[src/rtl/mult_result_collector.sv]
// Collects products from a pipelined multiplier: a valid delay line matched to the multiplier
// latency, a show-ahead result FIFO with a sticky drop flag, and a wrap-around accumulator.
module mult_result_collector #(
    parameter int unsigned LATENCY = 2,
    parameter int unsigned PW      = 8,
    parameter int unsigned DEPTH   = 4,
    parameter int unsigned AW      = 16
) (
    input  logic                       clk,
    input  logic                       rst_n,
    input  logic                       issue,
    input  logic [PW-1:0]              product,
    input  logic                       acc_clr,
    input  logic                       ovf_clr,
    input  logic                       rd_en,
    output logic [PW-1:0]              rd_data,
    output logic                       rd_valid,
    output logic [$clog2(DEPTH):0]     count,
    output logic [AW-1:0]              acc,
    output logic                       overflow
);

    localparam int unsigned PTRW = (DEPTH > 1) ? $clog2(DEPTH) : 1;
    localparam int unsigned CW   = $clog2(DEPTH) + 1;

    // Valid delay line: stage LATENCY-1 lines up with the product on the multiplier output.
    logic [LATENCY-1:0] valid_q;
    logic [LATENCY-1:0] valid_d;
    logic               cap;

    logic [PW-1:0]   mem [DEPTH];
    logic [PTRW-1:0] wr_ptr_q, wr_ptr_d;
    logic [PTRW-1:0] rd_ptr_q, rd_ptr_d;
    logic [CW-1:0]   count_q, count_d;
    logic [AW-1:0]   acc_q, acc_d;
    logic            overflow_q, overflow_d;

    logic full;
    logic empty;
    logic push;
    logic pop;
    logic drop;

    always_comb begin
        valid_d    = '0;
        valid_d[0] = issue;
        for (int i = 1; i < int'(LATENCY); i++) begin
            valid_d[i] = valid_q[i-1];
        end
    end

    assign cap   = valid_q[LATENCY-1];
    assign empty = (count_q == '0);
    assign full  = (count_q == CW'(DEPTH));

    // rd_en is qualified against pre-edge occupancy, so a pop on an empty FIFO is a no-op.
    assign pop  = rd_en && !empty;
    assign push = cap && (!full || pop);
    assign drop = cap && full && !rd_en;

    always_comb begin
        wr_ptr_d = wr_ptr_q;
        rd_ptr_d = rd_ptr_q;
        count_d  = count_q + CW'(push) - CW'(pop);
        if (push) begin
            wr_ptr_d = wr_ptr_q + PTRW'(1);
        end
        if (pop) begin
            rd_ptr_d = rd_ptr_q + PTRW'(1);
        end
    end

    // Clear takes priority but still folds in a product captured the same cycle.
    always_comb begin
        acc_d = acc_q;
        if (acc_clr) begin
            acc_d = cap ? AW'(product) : '0;
        end else if (cap) begin
            acc_d = acc_q + AW'(product);
        end
    end

    always_comb begin
        overflow_d = overflow_q;
        if (drop) begin
            overflow_d = 1'b1;
        end else if (ovf_clr) begin
            overflow_d = 1'b0;
        end
    end

    always_ff @(posedge clk or negedge rst_n) begin
        if (!rst_n) begin
            valid_q    <= '0;
            wr_ptr_q   <= '0;
            rd_ptr_q   <= '0;
            count_q    <= '0;
            acc_q      <= '0;
            overflow_q <= 1'b0;
        end else begin
            valid_q    <= valid_d;
            wr_ptr_q   <= wr_ptr_d;
            rd_ptr_q   <= rd_ptr_d;
            count_q    <= count_d;
            acc_q      <= acc_d;
            overflow_q <= overflow_d;
        end
    end

    // Storage needs no reset; the head is masked whenever the FIFO is empty.
    always_ff @(posedge clk) begin
        if (push) begin
            mem[wr_ptr_q] <= product;
        end
    end

    assign rd_data  = empty ? '0 : mem[rd_ptr_q];
    assign rd_valid = !empty;
    assign count    = count_q;
    assign acc      = acc_q;
    assign overflow = overflow_q;

endmodule

[config.mk]
export PLATFORM = sky130hd
export DESIGN_NAME = mult_result_collector
export DESIGN_NICKNAME = d
export VERILOG_FILES = /design/src/rtl/mult_result_collector.sv
export SDC_FILE = /design/constraint.sdc
export NUM_CORES = 1
export LEC_CHECK = 0
export CAP_MARGIN = 20
export CORE_MARGIN = 8
export CORE_UTILIZATION = 49
export DETAILED_ROUTE_END_ITERATION = 10
export PLACE_DENSITY = 0.76
export SLEW_MARGIN = 20
export SYNTH_ARGS = -nofsm -noshare
export SYNTH_HDL_FRONTEND = slang
export SYNTH_SLANG_ARGS = --single-unit
[constraint.sdc]
create_clock -name clk -period 2.4 [get_ports clk]
set_input_delay 0.24 -clock clk [delete_from_list [all_inputs] [get_ports clk]]
set_output_delay 0.24 -clock clk [all_outputs]
set_load 0.02 [all_outputs]
=== Yosys cells after proc, flatten, opt, wreduce, memory -nomap -nowiden ===
Memory sizes are Yosys's and may differ from the RTL's.
Index checks and enable logic that the tools add are counted.

* Bits in writable memories: 32
* Bits in registers: 26
* Input bits: 14
* Output and inout port bits: 29
* Memories kept: 1
* Word-level logic and storage cells: 32

{| class="wikitable"
|+ Memory list
! memory !! words !! bits a word !! read ports !! clocked after memory_dff !! wr ports !! RTL line !! source
|-
| mem || 4 || 8 || 1 || 0 || 1 || 31 || <nowiki>logic [PW-1:0] mem [DEPTH];</nowiki>
|}

* Muxes and demuxes: 8
* Eq/ne operators: 1
* $add $sub $neg: 5
* Reductions and logical operators: 11

{| class="wikitable"
|+ Operator list
! kind !! count
|-
| 2-to-1 mux 16 bit || 2
|-
| adder 16 x 8 -> 16 bit || 1
|-
| 2-to-1 mux 8 bit || 2
|-
| adder 2 x 1 -> 2 bit (second input constant) || 2
|-
| logical AND 1 bit || 4
|-
| 2-to-1 mux 1 bit || 4
|-
| nonzero test 2 bit || 2
|-
| adder 3 x 1 -> 3 bit || 1
|-
| equality test 3 bit (second input constant) || 1
|-
| zero test 1 bit || 3
|-
| zero test 3 bit || 1
|-
| subtractor 3 x 1 -> 3 bit || 1
|-
| logical OR 1 bit || 1
|}

=== Depth between registers and ports, before layout ===
* Depth after elaboration: 7
* Depth in mapped cells: 10
* Depth with buffers taken out: 9

=== Least setup slack after synthesis ===
OpenSTA, ideal clock, no wires.

* Path type: flip-flop to flip-flop
* Start: reg count_q[2] (netlist: count[2])
* End: reg count_q[2] (netlist: count[2])
* Clock period less this slack: 2557 ps
* Data required time: 2270 ps
* Setup time: 130 ps
* Arrival time: 2427 ps
* Path buffers: 1
* Path slack: -157 ps
* Stages on the path, launching flop included: 10
* Path through: dfrtp_1 -> or3_1 -> clkbuf_1 -> and2_1 -> ha_1 -> inv_1 -> ha_1 -> fa_1 -> xor2_1 -> xnor2_1

* Cells in the longest elaborated chain, start to end: 7
* Elaborated cells on any way between the ends: 9
* Classes of those cells: add/sub (2); eq/ne (1); reduce/logical (6)

{| class="wikitable"
|+ RTL lines
! item !! RTL line !! source
|-
| start: declaration || 34 || <nowiki>logic [CW-1:0] count_q, count_d;</nowiki>
|-
| start signal: assignment || 104 || <nowiki>count_q <= count_d;</nowiki>
|-
| zero test 3 bit (*) || 53 || <nowiki>assign empty = (count_q == '0);</nowiki>
|-
| zero test 1 bit (*) || n/a ||
|-
| via rd_valid || 17 || <nowiki>output logic rd_valid,</nowiki>
|-
| logical AND 1 bit (*) || 57 || <nowiki>assign pop = rd_en && !empty;</nowiki>
|-
| via pop || 41 || <nowiki>logic pop;</nowiki>
|-
| logical OR 1 bit || 58 || <nowiki>assign push = cap && (!full || pop);</nowiki>
|-
| logical AND 1 bit || 58 ||
|-
| adder 3 x 1 -> 3 bit || 64 || <nowiki>count_d = count_q + CW'(push) - CW'(pop);</nowiki>
|-
| subtractor 3 x 1 -> 3 bit (*) || 64 ||
|-
| via count_d[2] || 34 ||
|}

Mark *: on every way through the listed nets, which the timed path passes. The rest lies on a longest branch.
A chain may end at the register's enable or synchronous reset.

=== Worst setup path in the final report ===
* Start: reg rd_ptr_q[0]
* End: out rd_data[2]

* Cells in the longest elaborated chain, start to end: 2

{| class="wikitable"
|+ RTL lines
! item !! RTL line !! source
|-
| start: declaration || 33 || <nowiki>logic [PTRW-1:0] rd_ptr_q, rd_ptr_d;</nowiki>
|-
| start signal: assignment || 103 || <nowiki>rd_ptr_q <= rd_ptr_d;</nowiki>
|-
| memory (4 x 8 bit) || n/a ||
|-
| 2-to-1 mux 8 bit || 117 || <nowiki>assign rd_data = empty ? '0 : mem[rd_ptr_q];</nowiki>
|-
| end: declaration || 16 || <nowiki>output logic [PW-1:0] rd_data,</nowiki>
|}

No other way between the ends.

==> flow_summary.yaml <==
flow_run:
  drv_cap: 0
timing:
  worstMarginPinSlew_ns: 0.484
  final_hold_viol_count: 0
  tns_ns: 0
  timing.fmax_mhz: 436
  slew_headroom: 0.676
  setup_viol: 0
  skew_ns: 0.00758
  period_needed_ns: 2.29
  period_share: 0.955
  slew_viol_final: 0
clock_network:
  cts_sinks: 58
  cts_made_buffers: 9
  cts_root_buffer: "clkbuf_8"
  postCtsSetupBuffers: 0
  cts_tree: "yes"
  clock_path_buffers: 2
  path_clk_slew_ns: 0.07
  cts.htree.levels: 3
  insertion_delay_ns: 0.34
detailed_routing:
  maxUsedRoutingLayer: "met4"
  postRouteAntennaNets: 0
  dr_wl_met2_um: 2980
  wl_met3_um: 351
  routed_wl_um: 5970
  met1_length_um: 2540
  wl_per_cell_um: 16.2
  vias_per_cell: 5.30
  dr_total_vias: 1954
  drt_iter0_markers: 58
  dr.pass1.iters: 4
  drcViolationCount: 0
setup_path:
  required_ns: 2.16
  path_delay_family: "buffers and inverters"
  setup.worst_path.class: "flop to output port"
  reg2reg_slack_ns: 0.13
  end_kind: "output port"
  cp_data_arrival_time_ns: 2.05
  crit_slowest_cell: "clkdlybuf4s50_1"
  path_cells: "buf_6, mux4_2, and2_1, clkdlybuf4s50_1"
  worstPathMaxFanout: 10
  start_kind: "flop"
  path_buf_inv: 2
  slowest_delay_ns: 0.54
die:
  die_w_um: 92.4
  dieHeight_um: 92.4
  start_util: 0.495
  ios: 43
  core_area_sq_um: 5780
  dieArea_sq_um: 8540
  row_count: 28
global_route:
  grt_pass1_vias: 2025
  grt-ovfl-total: 0
  grt.total_usage: 0.150
  grt_start_max_net_pins: 27
  grt_pass1_wl_um: 9880
  grt_antenna_before_repair: 0
synth:
  synth_edf_count: 32
  ys_seq_elements: 58
  synth_area_sq_um: 2860
  netlist.area_leader.share: 0.336
  ys_warn_count: 0
  syn_nets: 249
  synth_ff_type: "edfxtp_1"
  ys_async_sr_fraction: 0.448
  syn_avg_cell_area_sq_um: 13.1
  synthTopCellsByArea: "edfxtp_1 (34%), dfrtp_1 (23%), mux4_2 (6.3%)"
  synth_area_leader_cell: "edfxtp_1"
  yosysSeqAreaShare: 0.563
  yosysUniqueCellTypes: 45
  syn_inst: 219
final_layout:
  layout-drive-gt1-share: 0.204
  fin_util: 0.647
  layout_common_cells: "clkdlybuf4s50_1 (40), edfxtp_1 (32), buf_4 (25)"
  nFillCells: 451
  nets: 319
  syn2layout_area_growth_pct: 30.7
  finalNonFillerCells: 369
  antenna_cells: 0
  layout_commonest_cell: "clkdlybuf4s50_1"
placement:
  hpwl_um: 4230
  gp_congestion: 0.764
  place_inst: 353
  io_buffers: 42
pwr:
  worst_ir_drop_vdd_v: 0.000598
  power.leakage_nw: 1.52
  power.density_nw_per_um2: 1010
run_status:
  status: "finished clean"
min_path:
  min_path_type: "input pin to async pin"
path summary, 6_finish.rpt:
path / start / end / cells past startpoint
hold reg to reg: valid_q[0]$_DFF_PN0_ / valid_q[1]$_DFF_PN0_ / 0
max in group asynchronous: rst_n / count[1]$_DFF_PN0_ / 2
hold / removal: rst_n / count[0]$_DFF_PN0_ / 2
min in group clk: issue / valid_q[0]$_DFF_PN0_ / 1
setup reg to reg: acc[0]$_DFFE_PN0P_ / acc[12]$_DFFE_PN0P_ / 9
setup / recovery: rd_ptr_q[0]$_DFFE_PN0N_ / rd_data[2] / 4
registers in the layout, summed over array words and instances, names as in the netlist:
| signal | flops |
|---|---|
| mem | 32 |
| rd_ptr_q | 2 |
| overflow | 1 |
| wr_ptr_q | 2 |
| count | 3 |
| valid_q | 2 |
| acc | 16 |
layout make-up:
| cell class | instances | area [sq um] | share of cell area |
|---|---|---|---|
| inverter | 9 | 33.8 | 0.00904 |
| tap | 75 | 93.8 | 0.0251 |
| sequential | 58 | 1610 | 0.432 |
| multi-input combinational | 143 | 1190 | 0.318 |
| clock inverter | 7 | 60.1 | 0.0161 |
| timing repair buffer | 68 | 624 | 0.167 |
| clock buffer | 9 | 124 | 0.0331 |
kinds of logic after synthesis:
logic type,share of synthesized area
multiplexers,0.0779
XOR/XNOR,0.0398
flip-flops,0.563
buffers and inverters,0.0241
adder cells (fa/ha/maj),0.0752
AO/OA/AOI/OAI,0.104
AND/OR/NAND/NOR,0.116
cells in the mapped netlist, drive strengths merged (2+ instances only):
library cell  number
a21o               6
inv                9
o21ai              9
nor3               3
or4                3
nand3              6
clkbuf             8
o31ai              3
nor3b              3
and3               2
or3                2
nand2             15
a22o               3
a21oi             11
fa                 2
and2              13
dfrtp             26
a211oi             2
xnor2              9
mux4               8
xor2               4
nor2b              2
mux2i              2
edfxtp            32
mux2               2
ha                14
nor2               7
stage by stage:
step / area (sq um) / setup slack, ns / power, mW / hold slack (ns)
floorplan: 2880 / 0.00721 / 2.34 / -0.0556
global placement: 3540 / -0.132 / 2.93 / 0.335
detailed placement: 3540 / -0.182 / 2.96 / 0.338
CTS: 3720 / 0.0166 / 3.82 / 0.274
global route: 3740 / -0.00885 / 4.02 / 0.307
finish: 3740 / 0.108 / 3.79 / 0.270
what timing repair did:
| action | 4_1_cts | 5_1_grt |
|---|---|---|
| endpoints found under the hold margin | 0 | 0 |
| setup endpoints to repair | 0 | 10 |
| gates resized for setup | 0 | 4 |
| hold buffers | 0 | 0 |
power by group:
| group | switching (mW) | internal (mW) | leakage, nW |
|---|---|---|---|
| Combinational | 0.744 | 0.792 | 0.801 |
| Sequential | 0.124 | 1.27 | 0.624 |
| Clock | 0.393 | 0.466 | 0.0939 |
| Total | 1.26 | 2.53 | 1.52 |
metal layers:
layer | vias to the layer above | GRT usage
li1 | 947 | -
met1 | 954 | 0.172
met2 | 44 | 0.251
met3 | 9 | 0.0388
met4 | 0 | 0.0792
met5 | - | 0
No activity file was read; power rests on OpenSTA's default activity.
